**src/rtl/mvm_axis_driver.sv**
```systemverilog
// AXI-Stream initiator for MVM tile bring-up: queues host commands, issues them as
// single-beat packets and scores the returned results.
module mvm_axis_driver #(
   parameter int DATAW   = 32,
   parameter int DESTW   = 6,
   parameter int USERW   = 32,
   parameter int DEPTH   = 8,
   parameter int TIMEOUT = 100
) (
   input  logic             clk,
   input  logic             rst,
   input  logic             cmd_valid,
   output logic             cmd_ready,
   input  logic [1:0]       cmd_op,
   input  logic [DATAW-1:0] cmd_data,
   input  logic [DESTW-1:0] cmd_dest,
   input  logic             cmd_check,
   input  logic [DATAW-1:0] cmd_expect,
   output logic             m_axis_tvalid,
   input  logic             m_axis_tready,
   output logic [DATAW-1:0] m_axis_tdata,
   output logic [DESTW-1:0] m_axis_tdest,
   output logic [USERW-1:0] m_axis_tuser,
   output logic             m_axis_tlast,
   input  logic             s_axis_tvalid,
   output logic             s_axis_tready,
   input  logic [DATAW-1:0] s_axis_tdata,
   output logic             busy,
   output logic [15:0]      pass_count,
   output logic [15:0]      err_count,
   output logic [15:0]      timeout_count,
   output logic [15:0]      stray_count
);

   localparam int AW = $clog2(DEPTH);
   localparam int TW = $clog2(TIMEOUT + 1);
   localparam logic [AW:0]   PTR_ONE  = (AW + 1)'(1);
   localparam logic [TW-1:0] TMO_ONE  = TW'(1);
   localparam logic [TW-1:0] TMO_LAST = TW'(TIMEOUT - 1);

   typedef struct packed {
      logic [1:0]       op;
      logic [DATAW-1:0] data;
      logic [DESTW-1:0] dest;
      logic             chk;
      logic [DATAW-1:0] exp_data;
   } entry_t;

   typedef enum logic [1:0] {
      IDLE     = 2'd0,
      SEND     = 2'd1,
      WAIT_RSP = 2'd2
   } state_t;

   function automatic logic [15:0] sat_inc(input logic [15:0] v);
      return (v == 16'hFFFF) ? v : v + 16'd1;
   endfunction

   entry_t           mem_r [DEPTH];
   entry_t           new_s;
   entry_t           head_s;
   logic [AW:0]      wr_ptr_r;
   logic [AW:0]      rd_ptr_r;
   logic             full_s;
   logic             empty_s;
   logic             push_s;
   logic             pop_s;
   state_t           state_r;
   logic             chk_r;
   logic [DATAW-1:0] exp_r;
   logic [TW-1:0]    tmo_cnt_r;

   // Only input words can be checked; the check flag is masked at push time.
   assign new_s   = {cmd_op, cmd_data, cmd_dest, cmd_check && (cmd_op == 2'd2), cmd_expect};
   assign full_s  = (wr_ptr_r[AW] != rd_ptr_r[AW]) && (wr_ptr_r[AW-1:0] == rd_ptr_r[AW-1:0]);
   assign empty_s = (wr_ptr_r == rd_ptr_r);
   assign push_s  = cmd_valid && !full_s;
   assign pop_s   = (state_r == IDLE) && !empty_s;
   assign head_s  = mem_r[rd_ptr_r[AW-1:0]];

   assign cmd_ready     = !full_s;
   assign s_axis_tready = 1'b1;
   assign busy          = !empty_s || (state_r != IDLE);

   // Command storage write port.
   always_ff @(posedge clk) begin
      if (push_s) begin
         mem_r[wr_ptr_r[AW-1:0]] <= new_s;
      end
   end

   // FIFO pointers.
   always_ff @(posedge clk) begin
      if (!rst) begin
         wr_ptr_r <= '0;
         rd_ptr_r <= '0;
      end else begin
         if (push_s) begin
            wr_ptr_r <= wr_ptr_r + PTR_ONE;
         end
         if (pop_s) begin
            rd_ptr_r <= rd_ptr_r + PTR_ONE;
         end
      end
   end

   // Issue/response FSM with registered AXIS outputs and statistics.
   always_ff @(posedge clk) begin
      if (!rst) begin
         state_r       <= IDLE;
         m_axis_tvalid <= 1'b0;
         m_axis_tdata  <= '0;
         m_axis_tdest  <= '0;
         m_axis_tuser  <= '0;
         m_axis_tlast  <= 1'b0;
         chk_r         <= 1'b0;
         exp_r         <= '0;
         tmo_cnt_r     <= '0;
         pass_count    <= 16'd0;
         err_count     <= 16'd0;
         timeout_count <= 16'd0;
         stray_count   <= 16'd0;
      end else begin
         if (s_axis_tvalid && (state_r != WAIT_RSP)) begin
            stray_count <= sat_inc(stray_count);
         end
         case (state_r)
            IDLE: begin
               if (!empty_s) begin
                  m_axis_tdata <= head_s.data;
                  m_axis_tdest <= head_s.dest;
                  m_axis_tuser <= {head_s.op, {(USERW-2){1'b0}}};
                  m_axis_tlast <= 1'b1;
                  chk_r        <= head_s.chk;
                  exp_r        <= head_s.exp_data;
                  state_r      <= SEND;
               end
            end
            SEND: begin
               // Payload is loaded one edge ahead so tvalid never rises on unstable data.
               if (!m_axis_tvalid) begin
                  m_axis_tvalid <= 1'b1;
               end else if (m_axis_tready) begin
                  m_axis_tvalid <= 1'b0;
                  tmo_cnt_r     <= '0;
                  state_r       <= chk_r ? WAIT_RSP : IDLE;
               end
            end
            WAIT_RSP: begin
               if (s_axis_tvalid) begin
                  if (s_axis_tdata == exp_r) begin
                     pass_count <= sat_inc(pass_count);
                  end else begin
                     err_count <= sat_inc(err_count);
                  end
                  state_r <= IDLE;
               end else if (tmo_cnt_r == TMO_LAST) begin
                  timeout_count <= sat_inc(timeout_count);
                  err_count     <= sat_inc(err_count);
                  state_r       <= IDLE;
               end else begin
                  tmo_cnt_r <= tmo_cnt_r + TMO_ONE;
               end
            end
            default: begin
               state_r <= IDLE;
            end
         endcase
      end
   end

endmodule

```
**config.mk**
```make
export PLATFORM = sky130hd
export DESIGN_NAME = mvm_axis_driver
export DESIGN_NICKNAME = d
export VERILOG_FILES = /design/src/rtl/mvm_axis_driver.sv
export SDC_FILE = /design/constraint.sdc
export NUM_CORES = 1
export LEC_CHECK = 0
export BUFFER_PORTS_ARGS = -buffer_cell sky130_fd_sc_hd__buf_2
export CAP_MARGIN = 25
export CORE_MARGIN = 1
export CORE_UTILIZATION = 40
export CTS_CLUSTER_DIAMETER = 150
export CTS_CLUSTER_SIZE = 24
export DETAILED_ROUTE_END_ITERATION = 8
export GPL_ROUTABILITY_DRIVEN = 0
export PLACE_DENSITY = 0.59
export SLEW_MARGIN = 0
export SYNTH_ARGS = -nofsm -noshare
export SYNTH_HDL_FRONTEND = slang
export SYNTH_SLANG_ARGS = --single-unit
```
**constraint.sdc**
```tcl
create_clock -name clk -period 6.3 [get_ports clk]
set_input_delay 0.63 -clock clk [delete_from_list [all_inputs] [get_ports clk]]
set_output_delay 0.63 -clock clk [all_outputs]
set_load 0.05 [all_outputs]
```
* After elaboration in Yosys (flattened, before gate mapping)
Memory sizes are Yosys's and may differ from the RTL's. A register that Yosys moved wholly into a read port is not among the register bits.
Index checks and enable logic that the tools add are counted.
** Storage, ports and cells
- Memories kept :: 1
- Memory bits (read-only) :: 0
- RAM bits :: 584
- Register bits after elaboration :: 83
- Input bits :: 110
- Bits in latches :: 0
** Memory list
- mem_r :: depth 8, width 73, read ports 1, clocked after Yosys merged registers in 1, write ports 1, line 59 : entry_t mem_r [DEPTH];
** Operators by class
- Mux-type cells :: 20
- Bitwise logic cells :: 5
- Reductions and logical operators :: 20
- Add/subtract/negate cells :: 7
- $mul :: 0
- Divide/modulo/power cells :: 0
- Magnitude comparators :: 0
- Equal/unequal tests :: 20
- Shift-type cells :: 0
** Operators by type and width (number)
- 16-bit by 1-bit adder with 16-bit output, second input constant :: 4
- 16-bit equality test, second input constant :: 4
- 16-bit 2-to-1 mux :: 4
- 32-bit equality test :: 1
- 7-bit 2-to-1 mux :: 4
- 2-bit inequality test, second input constant :: 7
- 7-bit one-hot mux with 2 select lines :: 1
- 2-bit 2-to-1 mux :: 6
- 4-bit AND reduction :: 3
- 4-bit by 1-bit adder with 4-bit output, second input constant :: 2
- 7-bit by 1-bit adder with 7-bit output, second input constant :: 1
- 7-bit equality test, second input constant :: 1
- 2-bit one-hot mux with 3 select lines :: 1
- 2-bit nonzero test :: 3
- 1-bit logical AND :: 5
- 1-bit NOT :: 5
- 5-bit AND reduction :: 1
- 2-bit equality test, second input constant :: 2
- 4-bit equality test :: 1
- 1-bit 2-to-1 mux :: 4
- 2-bit AND reduction :: 2
- 3-bit equality test :: 1
- 1-bit zero test :: 3
- 3-bit inequality test, second input constant :: 1
- other kinds (5) :: 5

* Logic depth before layout (Yosys ltp)
- Word-level depth :: 6
- Mapped depth :: 8
- Depth with buffers taken out :: 7

* Worst setup path before layout
No wires, ideal clock.
- Kind :: register to register
- From :: register wr_ptr_r[2]
- To :: memory mem_r[1][0] in the netlist's numbering (enable)
- Cell stages (with the launch flop) :: 6
- Arrival time :: 6.371 ns
- Required time :: 5.707 ns
- Library setup time :: 0.593 ns
- Slack :: -0.664 ns
- Cells stage by stage :: dfxtp_1 -> clkbuf_1 -> xor2_1 -> or4_1 -> nand3_1 -> nor3_1
** On the way
- Word-level cells in the longest chain between the ends :: 6
** Ends and longest elaborated chain
- from (decl) :: line 62 : logic [AW:0] wr_ptr_r;
- from (signal assigned) :: line 99 : wr_ptr_r <= wr_ptr_r + PTR_ONE;
- 3-bit equality test :: line 75 : assign full_s = (wr_ptr_r[AW] != rd_ptr_r[AW]) && (wr_ptr_r[AW-1:0] == rd_ptr_r[AW-1:0]);
- 1-bit logical AND :: line 75
- 1-bit zero test
- via cmd_ready :: line 13 : output logic cmd_ready,
- 1-bit logical AND :: line 77 : assign push_s = cmd_valid && !full_s;
- 1-bit 2-to-1 mux :: line 87 : if (push_s) begin
- 1-bit 2-to-1 mux (not written as such) :: line 88 : mem_r[wr_ptr_r[AW-1:0]] <= new_s;
- to (decl) :: line 59
The timed path passes the listed nets, and every way through them passes these cells.

* Final worst setup path
- From :: register rd_ptr_r[0]
- To :: memory mem_r[6][46] in the netlist's numbering (enable)
** On the way
- Word-level cells in the longest chain between the ends :: 6
** Ends and longest elaborated chain
- from (decl) :: line 63 : logic [AW:0] rd_ptr_r;
- from (signal assigned) :: line 102 : rd_ptr_r <= rd_ptr_r + PTR_ONE;
- 3-bit equality test :: line 75
- 1-bit logical AND :: line 75
- 1-bit zero test :: line 77
- 1-bit logical AND :: line 77
- 1-bit 2-to-1 mux :: line 87
- 1-bit 2-to-1 mux (not written as such) :: line 88
Every way passes these cells.

==> results <==
- Detailed placement ended at an HPWL of 37,800 µm.
- The remaining antenna violation count is 0.
- The Yosys warning count is 0.
- For this block, the routed nets add up to a little over 60,000 µm of wire.
- For the final database, setup skew stands at 0.0202 ns.
- The number of non-filler instances in the completed layout is roughly 2,800.
- For the pin with the worst max-slew slack, the measured transition is 1.03 ns.
- The H-tree level count is 2.
- Derived from the worst setup path, the maximum achievable clock frequency is between 0.2 and 0.3 GHz.
- The largest total area in the synthesized netlist belongs to sky130_fd_sc_hd__edfxtp_1.
- The total of max-cap violations is 0.
- In the routed layout, each cell is associated on average with a via count of between 5 and 6.
- The number of cells traversed by the worst register-to-register path is 6.
- After detailed routing, the average wire length per cell comes to 21.6 µm.
- The post-synthesis sequential area ratio is 71.8%.
- In this run the worst path has a maximum fanout of 60.
- The maximum VDD drop is 0.000267 V.
- The number of gates resized after CTS was 0.
- The destination of the worst register-to-register timing path is mem_r[6][46].
- Fill cells in the final layout number 6,176.
- Entering global routing, the biggest net connects 118 pins.
- The flow ran to the end, and the final reports show no timing, DRC or antenna violations.
- The sort of element at the end of the critical path is a flip-flop.
- The setup total negative slack is 0 ns.
- The TritonCTS clock tree is done.
- By area the synthesized netlist is led by sky130_fd_sc_hd__edfxtp_1 (61%), sky130_fd_sc_hd__mux4_2 (11%), sky130_fd_sc_hd__dfxtp_1 (11%).
- Including well taps, the total number of placed cells is between 2,000 and 3,000.
- The post-CTS setup repair buffer count is 0.
- The simple-gate share of the synthesized area is 5.71%.
- Prior to clock tree synthesis, the placed netlist has a worst setup slack of 2.65 ns.
- The number of nets in the layout is 1,972.
- The hold path startpoint is cmd_data[25].
- The insertion delay of the later-clocked pin in the worst-skew pair is 0.60 ns.
- Dividing total power by cell area gives a power density of roughly 340 mW/mm².
- Once routing completed, OpenROAD measured the worst setup slack at 2.91 ns.
- The fraction of the mapped netlist area in compound gates is 3.13%.
- The worst register-to-register path begins at rd_ptr_r[0].
- The final route contains 14,700 vias.
- The share of post-route cells with drive strength above 1 is approximately a quarter.
- For this configuration, the core starts out at a cell density of between 40% and 50%.
- Buffers placed on the I/O ports in this run total 217.
- The mux cell area share after synthesis is 14.7%.
- The terminating pin of the worst hold path is mem_r[6][64].
- Setup repair after global routing left no endpoint under its margin.
- The all-layer global routing usage is 16.5%.
- After technology mapping, the gate count stands at 1,660.
- Global routing finished with a remaining overflow of 0.
- The dominant register cell in the synthesized netlist is sky130_fd_sc_hd__edfxtp_1.
- Measured along the y axis, the die boundary spans 270 µm.
- Setup violations remaining at the end of the flow were counted as 0.
- The top cell type's share of synthesized area is 60.9%.
- After synthesis, the share of flip-flops with an asynchronous set or reset is 0%.
- During I/O placement, the number of pins put on the boundary was 249.
- The first-pass detailed-route iteration total is 5.
- The number of failing hold endpoints at the final stage is 0.
- The design draws 11,000 µW.
- The tree is rooted in a sky130_fd_sc_hd__clkbuf_16.
- The worst setup path is launched from a flip-flop.
- After floorplanning, the core was sized to cover 0.0706 mm².
- The post-synthesis sequential element count is 740.
- The largest buffer count on any clock path is 3.
- The combinational family with the most area after synthesis is multiplexers.
- The number of cells on the worst hold path is 1.
- Compared with the post-synthesis result, the final layout area differs by 11.3%.
- The die area is 0.0730 mm².
- The number of placement rows is 97.
- The number of different library cells used by synthesis comes to 48.
- Summed over all cells, the static leakage comes to about 0.010 µW.
- Of the total synthesized cell area, the portion taken by full adders, half adders and majority gates is less than 1%.
- Data on the critical path is required at its endpoint by 6.52 ns.
- The startpoint-to-endpoint class of the critical path is reg2reg.
- In this run, CTS created clock tree buffers numbering 36.
- The final critical path time including I/O delays and setup is between 3 and 4 ns.
- The total DRC errors in the routed layout is 0.
- The worst-case hold slack is around 0.29 ns.
- Counting flops with a built-in enable in the synthesized netlist gives ~580.
- The register clock-pin slew on the reported worst setup and hold paths is 0.09 ns.
- In this run the tightest slew margin relative to its limit is 31.2%.
- The first global-routing pass estimated between 90,000 and 100,000 µm of wire.
- For this design, the CTS-stage hold fixing added 0 buffers.
- The die width is 270 µm.
- The number of clock sinks seen by CTS is 740.
- Each instance of the synthesized netlist takes up on average between 15 and 20 µm².
- The worst-case register-to-register setup slack is around 3 ns.
- After Yosys synthesis, XOR and XNOR cells account for 2.16% of the synthesized area.
- The initial detailed-routing violation count is 1,206.
- The number of antenna violations at the first check in global routing is 13.
- The period utilization is about 54%.
- The summed instance area of the synthesized netlist is roughly 0.029 mm².
- The path category of the worst min-delay check is in2reg.
- The data arrival time of the worst path is 3.60 ns.
- The number of global-route vias before repair was approximately 15,000.
- The max-slew violation total from the final report was 0.
layout by cell type, fill, tap and decap left out, drive strengths merged, types with 18 or more instances in the layout:
master | Yosys | routed
clkbuf | 67 | 62
nor3 | 18 | 18
nor2 | 134 | 134
xnor2 | 34 | 34
nand3 | 24 | 24
mux4 | 146 | 146
buf | 50 | 244
dfxtp | 156 | 156
edfxtp | 584 | 584
conb | 2 | 31
mux2i | 93 | 93
nand2b | 18 | 18
xor2 | 37 | 37
nand2 | 65 | 65
a211oi | 73 | 73
a21oi | 22 | 22
final cells by class:
class                      instances  area, µm²  share of cell area [%]
sequential                       740      20700                    64.5
multi-input combinational        819       7680                    24.0
timing repair buffer             245       1390                    4.33
tap                              940       1180                    3.67
clock buffer                      62       1020                    3.18
inverter                          13       51.3                   0.160
clock inverter                     3       45.0                   0.141
antenna                            2       5.00                  0.0156
worst max-delay path: stages, from the launching register on:
cell and delay, ns:
sky130_fd_sc_hd__dfxtp_4 0.80, sky130_fd_sc_hd__xor2_1 0.27, sky130_fd_sc_hd__o41ai_1 0.15, sky130_fd_sc_hd__inv_1 0.12, sky130_fd_sc_hd__nand2_1 0.26, sky130_fd_sc_hd__nor2_4 0.51
sky130_fd_sc_hd__buf_4 0.87
report_power, final:
part	leakage, µW	total (µW)	internal (µW)	switching [µW]
registers	0.00659	5870	5600	277
logic	0.00323	2470	925	1550
clock network	0.000507	2630	1130	1490
total	0.0103	11000	7650	3320
per-stage QoR:
step                      area [µm²]  utilization (%)
after floorplan                28900                -
after global placement         30900             43.7
after detailed placement       30900             43.8
after CTS                      32000             45.3
after global routing           32000             45.3
final                          32000             45.4
flip-flops by register name, indices dropped and copies added (netlist names), 2 cells and up:
signal         cells
stray_count       16
mem_r            584
pass_count        16
state_r            2
tmo_cnt_r          7
m_axis_tuser       2
m_axis_tdata      32
m_axis_tdest       6
rd_ptr_r           4
err_count         16
timeout_count     16
exp_r             32
wr_ptr_r           4
worst max-delay path by stage:
stage,from,end,slack [ns],cells past startpoint
2_1_floorplan,wr_ptr_r[2],mem_r[7][0],1.19,5
3_3_place_gp,rd_ptr_r[0],mem_r[0][39],2.63,6
3_5_place_dp,rd_ptr_r[0],mem_r[0][39],2.65,6
4_1_cts,rd_ptr_r[0],mem_r[0][36],2.63,6
5_1_grt,rd_ptr_r[0],m_axis_tdata[28],2.58,8
6_report,rd_ptr_r[0],mem_r[6][46],2.91,6
per-layer routing:
| metal | vias to the layer above | GRT usage, % | share of wire (%) | routed length, µm |
|---|---|---|---|---|
| li1 | 6809 | - | - | - |
| met1 | 7523 | 22.1 | 44 | 26700 |
| met2 | 296 | 28.1 | 50 | 30200 |
| met3 | 79 | 2.79 | 4.5 | 2730 |
| met4 | 20 | 4.07 | 1.9 | 1180 |
| met5 | - | 0 | 0.23 | 143 |
synthesized netlist by cell type, types with 2 or more instances:
cell type	number
sky130_fd_sc_hd__nor2_1	134
sky130_fd_sc_hd__nand2_1	65
sky130_fd_sc_hd__a2111oi_0	2
sky130_fd_sc_hd__o31ai_1	5
sky130_fd_sc_hd__conb_1	2
sky130_fd_sc_hd__and3_1	13
sky130_fd_sc_hd__or4_4	2
sky130_fd_sc_hd__clkbuf_1	67
sky130_fd_sc_hd__or3_1	12
sky130_fd_sc_hd__nand2b_1	18
sky130_fd_sc_hd__nor3_1	18
sky130_fd_sc_hd__nand3_1	24
sky130_fd_sc_hd__o21ai_0	15
sky130_fd_sc_hd__xnor2_1	34
sky130_fd_sc_hd__nor4b_2	2
sky130_fd_sc_hd__or4_1	7
sky130_fd_sc_hd__ha_1	7
sky130_fd_sc_hd__o41ai_1	2
sky130_fd_sc_hd__nand4_1	17
sky130_fd_sc_hd__a21oi_1	22
sky130_fd_sc_hd__a31oi_1	2
sky130_fd_sc_hd__buf_4	31
sky130_fd_sc_hd__buf_2	16
sky130_fd_sc_hd__nor4b_1	4
sky130_fd_sc_hd__a211oi_1	73
sky130_fd_sc_hd__dfxtp_1	156
sky130_fd_sc_hd__and2_1	7
sky130_fd_sc_hd__inv_1	13
sky130_fd_sc_hd__edfxtp_1	584
sky130_fd_sc_hd__mux2i_1	93
sky130_fd_sc_hd__buf_1	3
sky130_fd_sc_hd__mux4_2	146
sky130_fd_sc_hd__xor2_1	37
sky130_fd_sc_hd__and4_1	3
sky130_fd_sc_hd__nor4_1	10
sky130_fd_sc_hd__nor2b_1	2
cells by family (layout without fill, tap and decap cells):
kind of cell	Yosys count	after routing
flops	740	740
simple gates	341	341
mux	240	240
buf+inv	130	323
compound gates	129	129
xor+xnor	71	71
fa+ha+maj	7	7
other cells	2	33
No activity file was read; power rests on OpenSTA's default activity.
